`src/rtl/ibex_realign_pkg.sv`:
```
// Shared types and helpers for the instruction realigner.
package ibex_realign_pkg;

    localparam int unsigned HALF_W = 16;

    typedef enum logic [1:0] {
        ALIGNED,
        HALF,
        SKIP_LO,
        ERR
    } realign_state_e;

    typedef struct packed {
        logic [31:0] instr;
        logic [31:0] addr;
        logic        is_compressed;
        logic        err;
        logic        err_plus2;
    } out_entry_t;

    // A parcel is compressed unless its two low bits are both set.
    function automatic logic is_compressed(input logic [1:0] low_bits);
        return low_bits != 2'b11;
    endfunction

endpackage

```
`src/rtl/ibex_instr_realigner_if.sv`:
```
// Fetch-word input and instruction output handshakes of the realigner.
interface ibex_instr_realigner_if;

    logic        in_valid_i;
    logic        in_ready_o;
    logic [31:0] in_rdata_i;
    logic [31:0] in_addr_i;
    logic        in_err_i;

    logic        out_valid_o;
    logic        out_ready_i;
    logic [31:0] out_instr_o;
    logic [31:0] out_addr_o;
    logic        out_is_compressed_o;
    logic        out_err_o;
    logic        out_err_plus2_o;

    // Realigner side.
    modport slave (
        input  in_valid_i, in_rdata_i, in_addr_i, in_err_i, out_ready_i,
        output in_ready_o, out_valid_o, out_instr_o, out_addr_o,
               out_is_compressed_o, out_err_o, out_err_plus2_o
    );

    // Fetch FIFO / decoder side.
    modport master (
        output in_valid_i, in_rdata_i, in_addr_i, in_err_i, out_ready_i,
        input  in_ready_o, out_valid_o, out_instr_o, out_addr_o,
               out_is_compressed_o, out_err_o, out_err_plus2_o
    );

endinterface

```
`src/rtl/ibex_realign_out_reg.sv`:
```
// One-entry valid/ready output register. Flush empties it unconditionally.
module ibex_realign_out_reg
    import ibex_realign_pkg::*;
#(
    parameter bit ResetAll = 1'b0
) (
    input  logic       clk_i,
    input  logic       rst_ni,
    input  logic       flush_i,
    input  logic       ld_valid_i,
    input  out_entry_t ld_data_i,
    input  logic       out_ready_i,
    output logic       can_load_o,
    output logic       out_valid_o,
    output out_entry_t out_data_o
);

    logic       valid_q;
    out_entry_t data_q;
    logic       ld_en;

    assign can_load_o  = ~valid_q | out_ready_i;
    assign ld_en       = can_load_o & ld_valid_i & ~flush_i;
    assign out_valid_o = valid_q;
    assign out_data_o  = data_q;

    // Valid bit: cleared by flush, otherwise refilled whenever the slot frees up.
    always_ff @(posedge clk_i or negedge rst_ni) begin
        if (!rst_ni) begin
            valid_q <= 1'b0;
        end else if (flush_i) begin
            valid_q <= 1'b0;
        end else if (can_load_o) begin
            valid_q <= ld_valid_i;
        end
    end

    if (ResetAll) begin : g_data_rst
        // Payload with reset.
        always_ff @(posedge clk_i or negedge rst_ni) begin
            if (!rst_ni) begin
                data_q <= '0;
            end else if (ld_en) begin
                data_q <= ld_data_i;
            end
        end
    end else begin : g_data_nr
        // Payload without reset; only meaningful while valid_q is set.
        always_ff @(posedge clk_i) begin
            if (ld_en) begin
                data_q <= ld_data_i;
            end
        end
    end

endmodule

```
`src/rtl/ibex_instr_realigner.sv`:
```
// Realigns word-aligned fetch words into single instructions for the decoder.
// Compressed-instruction support is built when IBEX_REALIGN_RV32C_EN is defined;
// otherwise every word passes through whole and a half-word redirect is a fault.
module ibex_instr_realigner
    import ibex_realign_pkg::*;
#(
    parameter bit ResetAll = 1'b0
) (
    input  logic                   clk_i,
    input  logic                   rst_ni,
    input  logic                   flush_i,
    input  logic [31:0]            flush_addr_i,
    ibex_instr_realigner_if.slave  bus
);

    realign_state_e state_q, state_d;
    logic [31:0]    ra_q, ra_d;
`ifdef IBEX_REALIGN_RV32C_EN
    logic [HALF_W-1:0] res_q, res_d;
`else
    logic              pend_q, pend_d;
`endif

    logic       can_load;
    logic       ld_valid;
    out_entry_t ld_data;
    logic       out_valid;
    out_entry_t out_data;
    logic       unused_flush_addr0;

    assign unused_flush_addr0 = flush_addr_i[0];

    // Control state is always reset.
    always_ff @(posedge clk_i or negedge rst_ni) begin
        if (!rst_ni) begin
            state_q <= ALIGNED;
`ifndef IBEX_REALIGN_RV32C_EN
            pend_q  <= 1'b0;
`endif
        end else begin
            state_q <= state_d;
`ifndef IBEX_REALIGN_RV32C_EN
            pend_q  <= pend_d;
`endif
        end
    end

    if (ResetAll) begin : g_res_rst
        // Residual half-word and its address, with reset.
        always_ff @(posedge clk_i or negedge rst_ni) begin
            if (!rst_ni) begin
                ra_q  <= '0;
`ifdef IBEX_REALIGN_RV32C_EN
                res_q <= '0;
`endif
            end else begin
                ra_q  <= ra_d;
`ifdef IBEX_REALIGN_RV32C_EN
                res_q <= res_d;
`endif
            end
        end
    end else begin : g_res_nr
        // Residual half-word and its address, without reset.
        always_ff @(posedge clk_i) begin
            ra_q  <= ra_d;
`ifdef IBEX_REALIGN_RV32C_EN
            res_q <= res_d;
`endif
        end
    end

`ifdef IBEX_REALIGN_RV32C_EN
    // Next state, input acceptance and output load selection.
    always_comb begin
        state_d        = state_q;
        ra_d           = ra_q;
        res_d          = res_q;
        bus.in_ready_o = 1'b0;
        ld_valid       = 1'b0;
        ld_data        = '0;

        if (flush_i) begin
            // Redirect wins over everything; the presented word is swallowed.
            bus.in_ready_o = 1'b1;
            res_d          = '0;
            ra_d           = {flush_addr_i[31:1], 1'b0};
            state_d        = flush_addr_i[1] ? SKIP_LO : ALIGNED;
        end else begin
            unique case (state_q)
                ALIGNED: begin
                    bus.in_ready_o = can_load;
                    if (bus.in_valid_i && can_load) begin
                        ld_valid      = 1'b1;
                        ld_data.instr = bus.in_rdata_i;
                        ld_data.addr  = bus.in_addr_i;
                        if (bus.in_err_i) begin
                            ld_data.err = 1'b1;
                            state_d     = ERR;
                        end else if (is_compressed(bus.in_rdata_i[1:0])) begin
                            ld_data.instr         = {{HALF_W{1'b0}}, bus.in_rdata_i[HALF_W-1:0]};
                            ld_data.is_compressed = 1'b1;
                            res_d                 = bus.in_rdata_i[31:HALF_W];
                            ra_d                  = bus.in_addr_i + 32'd2;
                            state_d               = HALF;
                        end
                    end
                end
                HALF: begin
                    if (is_compressed(res_q[1:0])) begin
                        // Residual is a whole instruction: drain it without touching input.
                        if (can_load) begin
                            ld_valid              = 1'b1;
                            ld_data.instr         = {{HALF_W{1'b0}}, res_q};
                            ld_data.addr          = ra_q;
                            ld_data.is_compressed = 1'b1;
                            state_d               = ALIGNED;
                        end
                    end else begin
                        bus.in_ready_o = can_load;
                        if (bus.in_valid_i && can_load) begin
                            ld_valid      = 1'b1;
                            ld_data.instr = {bus.in_rdata_i[HALF_W-1:0], res_q};
                            ld_data.addr  = ra_q;
                            if (bus.in_err_i) begin
                                ld_data.err       = 1'b1;
                                ld_data.err_plus2 = 1'b1;
                                state_d           = ERR;
                            end else begin
                                res_d = bus.in_rdata_i[31:HALF_W];
                                ra_d  = bus.in_addr_i + 32'd2;
                            end
                        end
                    end
                end
                SKIP_LO: begin
                    // Discard the low parcel of the first word after a half-word redirect.
                    bus.in_ready_o = can_load;
                    if (bus.in_valid_i && can_load) begin
                        if (bus.in_err_i) begin
                            ld_valid      = 1'b1;
                            ld_data.instr = bus.in_rdata_i;
                            ld_data.addr  = bus.in_addr_i + 32'd2;
                            ld_data.err   = 1'b1;
                            state_d       = ERR;
                        end else begin
                            res_d   = bus.in_rdata_i[31:HALF_W];
                            ra_d    = bus.in_addr_i + 32'd2;
                            state_d = HALF;
                        end
                    end
                end
                default: begin
                    // ERR: sink everything until the next redirect.
                    bus.in_ready_o = 1'b1;
                end
            endcase
        end
    end
`else
    // Next state, input acceptance and output load selection (no compressed support).
    always_comb begin
        state_d        = state_q;
        ra_d           = ra_q;
        pend_d         = pend_q;
        bus.in_ready_o = 1'b0;
        ld_valid       = 1'b0;
        ld_data        = '0;

        if (flush_i) begin
            // A half-word target cannot be fetched without C: report it once, then stall in ERR.
            bus.in_ready_o = 1'b1;
            ra_d           = {flush_addr_i[31:1], 1'b0};
            pend_d         = flush_addr_i[1];
            state_d        = flush_addr_i[1] ? ERR : ALIGNED;
        end else begin
            unique case (state_q)
                ALIGNED: begin
                    bus.in_ready_o = can_load;
                    if (bus.in_valid_i && can_load) begin
                        ld_valid      = 1'b1;
                        ld_data.instr = bus.in_rdata_i;
                        ld_data.addr  = bus.in_addr_i;
                        ld_data.err   = bus.in_err_i;
                        if (bus.in_err_i) begin
                            state_d = ERR;
                        end
                    end
                end
                default: begin
                    bus.in_ready_o = 1'b1;
                    if (pend_q && can_load) begin
                        ld_valid     = 1'b1;
                        ld_data.addr = ra_q;
                        ld_data.err  = 1'b1;
                        pend_d       = 1'b0;
                    end
                end
            endcase
        end
    end
`endif

    ibex_realign_out_reg #(
        .ResetAll (ResetAll)
    ) u_out_reg (
        .clk_i       (clk_i),
        .rst_ni      (rst_ni),
        .flush_i     (flush_i),
        .ld_valid_i  (ld_valid),
        .ld_data_i   (ld_data),
        .out_ready_i (bus.out_ready_i),
        .can_load_o  (can_load),
        .out_valid_o (out_valid),
        .out_data_o  (out_data)
    );

    assign bus.out_valid_o         = out_valid;
    assign bus.out_instr_o         = out_data.instr;
    assign bus.out_addr_o          = out_data.addr;
    assign bus.out_is_compressed_o = out_data.is_compressed;
    assign bus.out_err_o           = out_data.err;
    assign bus.out_err_plus2_o     = out_data.err_plus2;

endmodule

```
`src/flat_wrapper.sv`:
```
// flat-port wrapper written by rule: the top's interface ports become plain ports
module ibex_instr_realigner_flat import ibex_realign_pkg::*;
#(
    parameter bit ResetAll = 1'b0
)
  (clk_i, rst_ni, flush_i, flush_addr_i, bus_in_valid_i, bus_in_rdata_i, bus_in_addr_i, bus_in_err_i, bus_out_ready_i, bus_in_ready_o, bus_out_valid_o, bus_out_instr_o, bus_out_addr_o, bus_out_is_compressed_o, bus_out_err_o, bus_out_err_plus2_o);
  ibex_instr_realigner_if bus_i ();
  input  logic clk_i;
  input  logic rst_ni;
  input  logic flush_i;
  input  logic [31:0] flush_addr_i;
  input wire logic [$bits(bus_i.in_valid_i)-1:0] bus_in_valid_i;
  input wire logic [$bits(bus_i.in_rdata_i)-1:0] bus_in_rdata_i;
  input wire logic [$bits(bus_i.in_addr_i)-1:0] bus_in_addr_i;
  input wire logic [$bits(bus_i.in_err_i)-1:0] bus_in_err_i;
  input wire logic [$bits(bus_i.out_ready_i)-1:0] bus_out_ready_i;
  output wire logic [$bits(bus_i.in_ready_o)-1:0] bus_in_ready_o;
  output wire logic [$bits(bus_i.out_valid_o)-1:0] bus_out_valid_o;
  output wire logic [$bits(bus_i.out_instr_o)-1:0] bus_out_instr_o;
  output wire logic [$bits(bus_i.out_addr_o)-1:0] bus_out_addr_o;
  output wire logic [$bits(bus_i.out_is_compressed_o)-1:0] bus_out_is_compressed_o;
  output wire logic [$bits(bus_i.out_err_o)-1:0] bus_out_err_o;
  output wire logic [$bits(bus_i.out_err_plus2_o)-1:0] bus_out_err_plus2_o;
  assign bus_i.in_valid_i = bus_in_valid_i;
  assign bus_i.in_rdata_i = bus_in_rdata_i;
  assign bus_i.in_addr_i = bus_in_addr_i;
  assign bus_i.in_err_i = bus_in_err_i;
  assign bus_i.out_ready_i = bus_out_ready_i;
  assign bus_in_ready_o = bus_i.in_ready_o;
  assign bus_out_valid_o = bus_i.out_valid_o;
  assign bus_out_instr_o = bus_i.out_instr_o;
  assign bus_out_addr_o = bus_i.out_addr_o;
  assign bus_out_is_compressed_o = bus_i.out_is_compressed_o;
  assign bus_out_err_o = bus_i.out_err_o;
  assign bus_out_err_plus2_o = bus_i.out_err_plus2_o;
  ibex_instr_realigner #(.ResetAll(ResetAll)) u_core (.clk_i(clk_i), .rst_ni(rst_ni), .flush_i(flush_i), .flush_addr_i(flush_addr_i), .bus(bus_i));
endmodule
```
`config.mk`:
```
export PLATFORM = sky130hd
export DESIGN_NAME = ibex_instr_realigner_flat
export DESIGN_NICKNAME = d
export VERILOG_FILES = /design/src/rtl/ibex_realign_pkg.sv /design/src/rtl/ibex_instr_realigner_if.sv /design/src/rtl/ibex_realign_out_reg.sv /design/src/rtl/ibex_instr_realigner.sv /design/src/flat_wrapper.sv
export SDC_FILE = /design/constraint.sdc
export NUM_CORES = 1
export LEC_CHECK = 0
export CAP_MARGIN = 10
export CELL_PAD_IN_SITES_DETAIL_PLACEMENT = 0
export CELL_PAD_IN_SITES_GLOBAL_PLACEMENT = 2
export CORE_ASPECT_RATIO = 0.5
export CORE_MARGIN = 2
export CORE_UTILIZATION = 25
export CTS_BUF_LIST = sky130_fd_sc_hd__clkbuf_4
export DETAILED_ROUTE_END_ITERATION = 7
export PLACE_DENSITY = 0.82
export SYNTH_ARGS = -nofsm -noshare
export SYNTH_HDL_FRONTEND = slang
export SYNTH_SLANG_ARGS = --single-unit
```
`constraint.sdc`:
```
create_clock -name clk_i -period 3.71 [get_ports clk_i]
set_input_delay 0.371 -clock clk_i [delete_from_list [all_inputs] [get_ports clk_i]]
set_output_delay 0.371 -clock clk_i [all_outputs]
set_load 0.05 [all_outputs]
```
# --- Yosys cells after proc, flatten, opt, wreduce, memory -nomap -nowiden ---
# Index checks and enable logic that the tools add are counted.
classes:
  n_eq_ne: 1
  mux: 21
  reduce_logical: 11
  n_bitwise: 7
op_table:
  columns: ["cell", "n"]
  rows:
  - ["$mux 32", 3]
  - ["$mux 1", 13]
  - ["$mux 2", 5]
  - ["$reduce_bool 2->1", 5]
  - ["$not 1->1", 4]
  - ["$reduce_and 3->1", 1]
  - ["$reduce_or 3->1", 1]
  - ["$and 1x1->1", 2]
  - ["$logic_and 1x1->1", 2]
  - ["$logic_not 2->1", 1]
  - ["$ne 2x2->1 const B", 1]
  - ["$reduce_and 2->1", 1]
  - ["$or 1x1->1", 1]
word_totals:
  inputBits: 102
  register_bits: 100
  output_inout_bits: 69

# --- Logic depth before layout (Yosys ltp) ---
logic_depth:
  word_depth: 8
  mapped_depth: 5
  mapped_depth_nobuf: 3

# --- By module ---
# From an unflattened synthesis, not the netlist that was laid out.
unflattened:
  hier_cells: 191
  hier_area_um2: 3676.0
by_module_without_submodules:
  columns: ["mod", "area_each_um2", "cells_each", "seq_area_each_um2", "instances"]
  rows:
  - ["ibex_realign_out_reg", 2072.0, 72, 2037.0, 1]
  - ["ibex_instr_realigner", 1604.0, 119, 980.9, 1]

# --- Least setup slack after synthesis ---
# OpenSTA, ideal clock, no wires.
synth_path:
  path_type: "register to register"
  startpoint: "register u_core.u_out_reg.valid_q, in the netlist u_core.u_out_reg.out_valid_o"
  endpoint: "register u_core.u_out_reg.data_q, in the netlist u_core.u_out_reg.out_data_o[10], enable pin"
  setup_ps: 489
  setup_slack_ps: -616
  period_less_slack_ps: 4326
  t_required_ps: 3221
  t_arrival_ps: 3837
  stages_incl_launch_ff: 6
  n_path_buf: 2
  path_cell_list: "dfrtp_1 nand2b_4 nand2b_1 buf_2 buf_2 nor2_1"
synth_via:
  elab_chain_len: 8
  word_cells_on_any_way: 10
  classes_between: "mux: 4; bitwise: 4; reduce/logical: 2"
synth_rtl:
  columns: ["element", "line_no", "source"]
  rows:
  - ["from (decl)", "ibex_realign_out_reg.sv:18", "logic valid_q;"]
  - ["from (signal assigned)", "ibex_realign_out_reg.sv:34", "valid_q <= ld_valid_i;"]
  - ["$not 1->1 *", "ibex_realign_out_reg.sv:22", "assign can_load_o = ~valid_q | out_ready_i;"]
  - ["$or 1x1->1 *", "ibex_realign_out_reg.sv:22", null]
  - ["$logic_and 1x1->1 (on tied branches)", "ibex_instr_realigner.sv:192, ibex_instr_realigner.sv:180", null]
  - ["$mux 1 (on tied branches)", "ibex_instr_realigner.sv:192, ibex_instr_realigner.sv:180", null]
  - ["$mux 1", "ibex_instr_realigner.sv:177", "unique case (state_q)"]
  - ["$mux 1", "ibex_instr_realigner.sv:170", "if (flush_i) begin"]
  - ["$and 1x1->1 * (2 in series)", "ibex_realign_out_reg.sv:23", "assign ld_en = can_load_o & ld_valid_i & ~flush_i;"]
  - ["net u_core.u_out_reg.ld_en", "ibex_realign_out_reg.sv:20", "logic ld_en;"]
  - ["to (signal assigned)", "ibex_realign_out_reg.sv:51", "data_q <= ld_data_i;"]
  - ["to (decl)", "ibex_realign_out_reg.sv:19", "out_entry_t data_q;"]
# Mark *: on every way through the listed nets, which the timed path passes. The rest lies on a longest branch.
# A chain may end at the register's enable or synchronous reset.

# --- Worst setup path in the final report ---
layout_path:
  startpoint: "input port bus_out_ready_i"
  endpoint: "output port bus_in_ready_o"
layout_via:
  elab_chain_len: 3
layout_rtl:
  columns: ["element", "line_no", "source"]
  rows:
  - ["from (decl)", "flat_wrapper.sv:16", "input wire logic [$bits(bus_i.out_ready_i)-1:0] bus_out_ready_i;"]
  - ["$or 1x1->1", "ibex_realign_out_reg.sv:22", null]
  - ["$mux 1", "ibex_instr_realigner.sv:177", null]
  - ["$mux 1", "ibex_instr_realigner.sv:170", null]
  - ["to (decl)", "flat_wrapper.sv:17", "output wire logic [$bits(bus_i.in_ready_o)-1:0] bus_in_ready_o;"]
# Every way passes these cells.

==> results by group <==
Drt
  – Routed WL per cell: about 16 um
  – Antenna viol nets, final: 0
  – Via density: about 4
  – Number of remaining DRC errors: 0
  – M1 WL: approximately 3.6 mm
  – Routed WL: between 9 and 10 mm
  – Met3 Routed Length: 335 um
  – DR top layer: met4
  – Vias: 2,430
  – Iteration-0 DRC count of the detailed router: approximately 130
  – Drt pass-1 iters: 4
  – Met2 wire length: 5.307 mm

Logic synthesis
  – Mapped Area: around 3800 um2
  – Unique masters post-synth: 21
  – Synth warn: 0
  – Cell taking the most area after synthesis: edfxtp_1
  – Synth area leaders: edfxtp_1 75%, and2_1 5.4%, a22oi_1 4.1%
  – Seq cells post-synth: 99
  – Synth top area share: around three quarters
  – Sequential share of the synthesized area: between 70% and 80%
  – Post-Synthesis Cells: between 200 and 250
  – Syn Area/Cell: about 17 um2

Die
  – Die Ht: 91.74 um
  – Row cnt: 31
  – Initial Utilization: approximately a quarter
  – Width of the chip: around 180 um
  – # IOs: about 170
  – Core Region: between 10,000 and 15,000 um2
  – Die area: ~16,000 um2

Power and ir drop
  – Power Density: roughly 390 nW/um2
  – Combinational Power Share: 19.4%
  – Psw: roughly 0.00062 W
  – Clock share of power: between 20 and 25%
  – Sw Share: between 20% and 30%
  – Internal: between 0.0015 and 0.002 W
  – Leak Pwr: 1.947 nW
  – Peak supply drop: about 0.12 mV
  – Pwr Total: 0.002264 W
  – Sequential Power Share: 58.5%

Layout
  – N_diodes: 0
  – Area grow syn2layout: 50.33%
  – Layout cell share with drive strength beyond 1: between 10% and 20%
  – Fillers: about 1,400
  – Layout Nets: 497
  – Finished Core Util: about two fifths

Global routing
  – Largest net degree at the start of global routing: 66
  – First-pass GRT wire length: roughly 14 mm
  – Total global-route track usage: a little under an eighth
  – Total gr overflow: 0
  – Number of global-route vias before repair: between 2,000 and 2,500
  – Initial antenna violation count: 0

Timing
  – Max-slew headroom at the worst pin: 63.17%
  – Final setup viols: 0
  – Hold Vio Cnt, Final: 0
  – Fin. max-slew vios: 0
  – Worst-margin pin slew: between 0.5 and 0.6 ns
  – Peak Freq: ~0.44 GHz
  – Min Clock Period, post-route: ~2.3 ns
  – Setup repair after global routing missed its margin: false
  – Total negative slack: 0 ns
  – Period Utilization, post-route: between 60 and 70%
  – Final Skew: around 0.015 ns

Clocking
  – Total CTS buffers: 9
  – Clock root cell: clkbuf_4
  – Clk sinks: 99
  – CTS resizes: 0
  – CTS clock-pin slew for the worst setup and hold paths: roughly 0.15 ns
  – Hold Buf Count CTS: 0
  – Post CTS Setup Buffer Count: 0
  – H-tree depth: 3
  – Clock buffer depth: 2
  – Worst-Skew Late Latency: between 0.4 and 0.5 ns
  – CTS tree: done

Setup path
  – Critical path class: in -> out
  – R2R Path End: u_core.u_out_reg.out_data_o[36]$_SDFFCE_PP0P_
  – Worst Setup End Kind: output pin
  – Startpoint types: input pin
  – Worst path required time: between 3 and 4 ns
  – Crit path DAT: ~1.9 ns
  – Reg2reg setup slack: about 1.8 ns
  – Worst R2R Path Depth: 5
  – R2R Path Start: u_core.state_q[0]$_DFFE_PN0P_
  – CP Max Fanout: 6

Flow run
  – Maxcap violations: 0

Status
  – Status: completed

Hold path
  – Worst Hold Class: in -> async

Place
  – I/O Buffers: around 170
  – GPL Wtd Cong: 0.6985
  – Dpl hpwl: about 6.6 mm
==> cells by family after synthesis <==
group                  Yosys count  share of synthesized area [%]
buffers and inverters           17                          3.999
AND/OR/NAND/NOR                 76                          10.83
other                            1                        0.09744
multiplexers                     1                         0.2926
AO/OA/AOI/OAI                   35                          7.932
flip-flops                      99                          76.85
==> critical path, stage by stage <==
cell	delay, ns
clkdlybuf4s50_1	0.47
nand2b_4	0.15
nand2b_1	0.11
clkdlybuf4s50_1	0.82
==> routing by layer <==
metal | up-vias | track usage (%)
met4 | 0 | 3.591
met3 | 9 | 3.336
met5 | - | 0
met1 | 1199 | 12.23
met2 | 50 | 21.65
li1 | 1172 | -
==> synthesized netlist by cell type <==
master	instances
edfxtp_1	96
nor2b_1	2
buf_4	4
nor2_1	29
and2_4	1
mux2_2	1
nor2_2	6
buf_6	7
a21boi_0	1
nand2b_1	2
a22oi_1	21
nand3_1	1
dfrtp_1	3
buf_2	5
nand2b_4	1
buf_12	1
and3_4	1
conb_1	1
a21oi_1	3
and2_1	33
a22oi_2	10
==> sequential cells by signal, summed over array words and instances, names as in the netlist <==
name                          flops
u_core.pend_q                     1
u_core.u_out_reg.out_valid_o      1
u_core.u_out_reg.out_data_o      65
u_core.state_q                    1
u_core.ra_q                      31
==> power by group through the flow <==
stage	Sequential [W]	Combinational, W	Clock (W)
after global placement	0.00135	0.000441	0
final	0.00132	0.000439	0.000501
after detailed placement	0.00135	0.000444	0
after floorplan	0.00148	0.000112	0
after CTS	0.00133	0.000446	0.000532
after global routing	0.00133	0.000463	0.000583
==> worst max-delay path by stage <==
stage	startpoint	to	slack, ns
4_1_cts	u_core.u_out_reg.out_valid_o$_DFFE_PN0P_	bus_in_ready_o	1.37
3_5_place_dp	bus_in_valid_i	u_core.u_out_reg.out_data_o[63]$_SDFFCE_PP0P_	1.30
3_3_place_gp	bus_in_valid_i	u_core.u_out_reg.out_data_o[42]$_SDFFCE_PP0P_	1.33
2_1_floorplan	u_core.u_out_reg.out_valid_o$_DFFE_PN0P_	u_core.u_out_reg.out_data_o[10]$_SDFFCE_PP0P_	0.47
6_report	bus_out_ready_i	bus_in_ready_o	1.42
5_1_grt	u_core.u_out_reg.out_valid_o$_DFFE_PN0P_	bus_in_ready_o	1.32
==> cell usage in the layout (no fill, tap or decap), drive strengths merged <==
cell	netlist	routed
a21boi	1	1
a21oi	3	3
a22oi	31	31
and2	34	34
and3	1	1
buf	17	4
clkbuf	0	10
clkdlybuf4s50	0	167
clkinv	0	2
clkinvlp	0	2
conb	1	2
dfrtp	3	3
edfxtp	96	96
inv	0	2
mux2	1	1
nand2b	3	3
nand3	1	1
nor2	35	35
nor2b	2	2
==> metrics by stage <==
step / hold WS (ns) / setup slack [ns] / cells / area (um2)
2_1_floorplan: 0.07541 / 0.4727 / 230 / 3855
3_3_place_gp: 0.5539 / 1.326 / 582 / 5670
3_5_place_dp: 0.5659 / 1.296 / 582 / 5670
4_1_cts: 0.05811 / 1.374 / 598 / 5786
5_1_grt: 0.04326 / 1.320 / 598 / 5786
6_report: 0.09889 / 1.420 / 598 / 5786
==> cell type report <==
class	instances	area [um2]	share of cell area, %
tap	198	247.7	4.282
multi-input combinational	114	750.7	12.98
clock buffer	10	75.07	1.298
clock inverter	6	40.04	0.6920
sequential	99	2958	51.12
timing repair buffer	171	1714	29.63
Note: power is estimated with default switching activity, not from simulation.
